## src/rtl/mr_issue_sb.sv

```systemverilog
// Issue scoreboard: holds decoded instructions on RAW/WAW hazards, caps in-flight count, drains after a taken branch.
// Zero-cycle pass-through from decode to ALU; dec_ready drops on hazard, full, drain or ALU backpressure.
`ifndef REGSEL_BITS
`define REGSEL_BITS 5
`endif

module mr_issue_sb #(
    parameter int NREGS        = 32,
    parameter int MAX_INFLIGHT = 3,
    parameter int CNT_W        = 3
) (
    input  logic                    clk,
    input  logic                    rst,
    input  logic                    dec_valid,
    output logic                    dec_ready,
    input  logic [`REGSEL_BITS-1:0] dec_rs1,
    input  logic [`REGSEL_BITS-1:0] dec_rs2,
    input  logic                    dec_rs1_used,
    input  logic                    dec_rs2_used,
    input  logic [`REGSEL_BITS-1:0] dec_rd,
    output logic                    alu_valid,
    input  logic                    alu_ready,
    input  logic                    ret_valid,
    input  logic [`REGSEL_BITS-1:0] ret_rd,
    input  logic                    br_taken,
    output logic                    draining,
    output logic [31:0]             stall_cycles,
    output logic                    err_underflow
);
    localparam logic [0:0] ST_RUN   = 1'b0;
    localparam logic [0:0] ST_DRAIN = 1'b1;

    logic [0:0]                  state;
    logic [NREGS-1:0][CNT_W-1:0] pend;
    logic [CNT_W-1:0]            inflight;
    logic [CNT_W-1:0]            inflight_nxt;
    logic [NREGS-1:0]            pend_inc;
    logic [NREGS-1:0]            pend_dec;
    logic                        hazard;
    logic                        full;
    logic                        ok;
    logic                        fire;
    logic                        ret_ok;
    logic                        underflow;

    always_comb begin
        hazard = (dec_rs1_used && dec_rs1 != '0 && pend[dec_rs1] != '0) ||
                 (dec_rs2_used && dec_rs2 != '0 && pend[dec_rs2] != '0) ||
                 (dec_rd != '0 && pend[dec_rd] != '0);
        full      = (inflight == CNT_W'(MAX_INFLIGHT)) && !ret_valid;
        ok        = (state == ST_RUN) && !hazard && !full && !br_taken;
        alu_valid = dec_valid && ok;
        dec_ready = alu_ready && ok;
        fire      = dec_valid && dec_ready;
        draining  = (state == ST_DRAIN);
    end

    // A retire against an empty counter is an error and must not wrap the counter.
    always_comb begin
        pend_inc = '0;
        pend_dec = '0;
        if (fire && dec_rd != '0)
            pend_inc = NREGS'(1) << dec_rd;
        if (ret_valid && ret_rd != '0 && pend[ret_rd] != '0)
            pend_dec = NREGS'(1) << ret_rd;
        ret_ok    = ret_valid && inflight != '0;
        underflow = ret_valid && (inflight == '0 || (ret_rd != '0 && pend[ret_rd] == '0));
        inflight_nxt = inflight;
        if (fire && !ret_ok)
            inflight_nxt = inflight + 1'b1;
        else if (!fire && ret_ok)
            inflight_nxt = inflight - 1'b1;
    end

    always_ff @(posedge clk) begin
        if (rst) begin
            pend          <= '0;
            inflight      <= '0;
            state         <= ST_RUN;
            stall_cycles  <= '0;
            err_underflow <= 1'b0;
        end else begin
            for (int r = 0; r < NREGS; r++) begin
                if (r == 0)
                    pend[r] <= '0;
                else if (pend_inc[r] && !pend_dec[r])
                    pend[r] <= pend[r] + 1'b1;
                else if (pend_dec[r] && !pend_inc[r])
                    pend[r] <= pend[r] - 1'b1;
            end
            inflight <= inflight_nxt;
            if (underflow)
                err_underflow <= 1'b1;
            if (dec_valid && !dec_ready && stall_cycles != '1)
                stall_cycles <= stall_cycles + 1'b1;
            // Leaving DRAIN looks at the post-retire count so issue resumes right after the last retire.
            case (state)
                ST_RUN:   if (br_taken) state <= ST_DRAIN;
                ST_DRAIN: if (!br_taken && inflight_nxt == '0) state <= ST_RUN;
                default:  state <= ST_RUN;
            endcase
        end
    end
endmodule
```

## config.mk

```make
export PLATFORM = sky130hd
export DESIGN_NAME = mr_issue_sb
export DESIGN_NICKNAME = d
export VERILOG_FILES = /design/src/rtl/mr_issue_sb.sv
export SDC_FILE = /design/constraint.sdc
export NUM_CORES = 1
export LEC_CHECK = 0
export CELL_PAD_IN_SITES_DETAIL_PLACEMENT = 0
export CELL_PAD_IN_SITES_GLOBAL_PLACEMENT = 2
export CORE_UTILIZATION = 33
export CTS_CLUSTER_SIZE = 28
export DETAILED_ROUTE_END_ITERATION = 16
export HOLD_SLACK_MARGIN = 0.03
export PLACE_DENSITY = 0.85
export SLEW_MARGIN = 20
export SYNTH_ARGS = -nofsm -noshare
export SYNTH_HDL_FRONTEND = slang
export SYNTH_SLANG_ARGS = --single-unit
```

## constraint.sdc

```tcl
create_clock -name clk -period 4.1 [get_ports clk]
set_input_delay 0.41 -clock clk [delete_from_list [all_inputs] [get_ports clk]]
set_output_delay 0.41 -clock clk [all_outputs]
set_load 0.05 [all_outputs]
```

==> results.tsv <==
metric	value	unit
Syn Nets	1102	
skew final	14.67	ps
wire length on met2	11530	um
Hold Fails Final Rpt	0	
top-count cell post-synth	nor2_1	
crit path time final	4091	ps
Syn Inst Count	1007	
Hold Buf Count CTS	0	
initial antenna violation count	2	
Die ar.	26670	sq um
Peak Freq	244.4	MHz
Max Used Layer	met4	
total track usage	19.98	%
die width	163.3	um
Antenna Nets Post-Route	0	
Relative slew margins	43.12	%
Avg Inst Size Synth	8.526	sq um
DR iter-0 viols	529	
post-synth top area cell	dfxtp_1	
total gr overflow	0	
post-place setup slack	-495.8	ps
Die Y	163.3	um
Req. time, crit path	4460	ps
Distinct cells, synth	68	
synthesized flop and latch total	130	
final setup vio count	0	
Crit Path Class	flop to flop	
outcome	finished, final reports clean	
proportion of layout cells with a drive suffix above 1	24.10	%
synth warn	0	
maximum buffer depth of the clock tree	2	
most instantiated cells after synthesis	nor2_1 (135), dfxtp_1 (130), nand2_1 (65)	
Synth top area share	30.31	%
Top FF cell, synth	dfxtp_1	
number of flops mapped to enable cells by yosys	0	
# port buffers	63	
Worst-Margin Slew	853.2	ps
met1 wire length	12030	um
RSZ-0062 raised after global routing	true	
fill count	2466	
routed len/inst	16.54	um
CORE AREA	25330	sq um
first-pass GRT wire length	41080	um
max-cap violation count	0	
DRT Pass-1 Iters	5	
Nets	1298	
crit-path max FO	5	
# DRC	0	
Initial Utilization	33.90	%
sequential cell area	2606	sq um
pin count of the biggest net entering global routing	82	
type of the worst min-delay path	flop to flop	
Startpoint Class	flop	
final wirelength	25600	um
detailed-route via count	8039	
vias in the first global route	7837	
TritonCTS clock tree	yes	
critical path data arrival time	4450	ps
clock sink count	130	
Final HPWL DP	18800	um
async set or reset register ratio after synthesis	0	%
CTS clock-pin slew for the worst setup and hold paths	70	ps
total I/O pin count	64	
LEAKAGE	4.616	nW
H-tree levels	4	
endpoint type of the worst setup path	flop	
final setup margin	8.954	ps
# rows	58	
synth top area cells	dfxtp_1 (30%), fa_1 (7.2%), xor2_1 (6.3%), nor2_1 (5.9%), ha_1 (5.2%)	
Vias/cell	5.193	
CTS root buf	clkbuf_16	
total chip power	3.327	mW
multi-input logic area	5846	sq um
register area share after synthesis	30.31	%
Layout area overhead	34.76	%
maximum VDD drop	0.2077	mV
RD Place Congestion	0.9061	
Pwr Density	287.6	nW/um^2
DR WL met3	1498	um
Tcrit/Tclk final	99.78	%
Pins Over Slew Limit	0	
cts bufs inserted	17	
Clock Latency Late Sink	440	ps
Mapped Area	8586	sq um
[path summary, 6_finish.rpt]
| path | depth (start not counted) | endpoint | startpoint | slack [ps] |
|---|---|---|---|---|
| setup reg to reg | 14 | pend[35] | pend[18] | 9 |
| hold reg to reg | 2 | err_underflow | err_underflow | 460 |
| hold / removal | 2 | err_underflow | err_underflow | 460 |
| setup / recovery | 14 | pend[35] | pend[18] | 9 |
[placed cells by master (no fill, tap or decap), drive strengths merged, types with 4 or more instances in the layout]
master,n
nor3,48
nand2b,10
nor4,28
or3,41
a211oi,13
and2,8
a21o,6
o21ai,42
or3b,6
and3,8
clkbuf,17
a21oi,58
xnor2,21
nor2,135
clkdlybuf4s50,57
mux4,10
a221oi,4
o31ai,4
dfxtp,130
or4,5
or2,4
and4,5
nand3,19
xor2,62
inv,60
a22oi,5
ha,36
nand4,5
o22ai,4
a2111oi,6
buf,166
fa,31
mux2i,45
nor2b,12
nand2,65
[worst max-delay path: stages (launching register included)]
cell and delay [ps]:
dfxtp_1 310, or3_4 390, mux4_2 520, nor4_4 210
a211oi_2 100, a2111oi_4 230, nand4_1 280, or4b_4 670
nor2_2 110, ha_1 170, inv_1 50, fa_1 370
xor2_1 150, or3_1 310, a21oi_1 140
[registers in the layout, summed over array words and instances, names as in the netlist]
signal         cells
draining           1
err_underflow      1
inflight           3
pend              93
stall_cycles      32
[kinds of logic after synthesis]
kind of cell	after synthesis	synth area share [%]
simple gates	410	24.19
compound gates	160	11.64
flops	130	30.31
buf+inv	99	4.649
xor+xnor	83	8.467
fa+ha+maj	68	12.61
mux	57	8.132
[layout make-up]
cell class	count	area share [%]
antenna	2	0.04326
clock buffer	17	3.677
clock inverter	15	1.363
inverter	50	1.622
multi-input combinational	778	50.52
sequential	130	22.53
tap	330	3.569
timing repair buffer	226	16.68
[routing by layer]
metal | track usage (%) | up-vias
li1 | - | 3940
met1 | 26.68 | 3825
met2 | 31.26 | 232
met3 | 5.003 | 42
met4 | 6.627 | 0
met5 | 0 | -
[metrics by stage]
stage / hold slack, ps / TNS [ps] / instances / area [sq um] / utilization [%]
after floorplan: 453.3 / 0 / 1007 / 8586 / -
after global placement: 439.5 / -14490 / 1508 / 10660 / 42.11
after detailed placement: 442.9 / -17530 / 1508 / 10660 / 42.11
after CTS: 458.8 / 0 / 1540 / 11260 / 44.47
after global routing: 484.9 / -1648 / 1546 / 11560 / 45.66
final: 456.1 / 0 / 1548 / 11570 / 45.68
[repair_timing]
action / in CTS / in global routing
setup buffers: 0 / 6
pin swaps: 1 / 15
cloned: 0 / 0
resized for setup: 4 / 74
setup endpoints to repair: 15 / 31
[power breakdown]
group	internal [mW]	switching, mW
clock network	0.815	0.709
logic	0.207	0.289
registers	1.29	0.0219
total	2.31	1.02
Power figures use the tool's default switching activity.
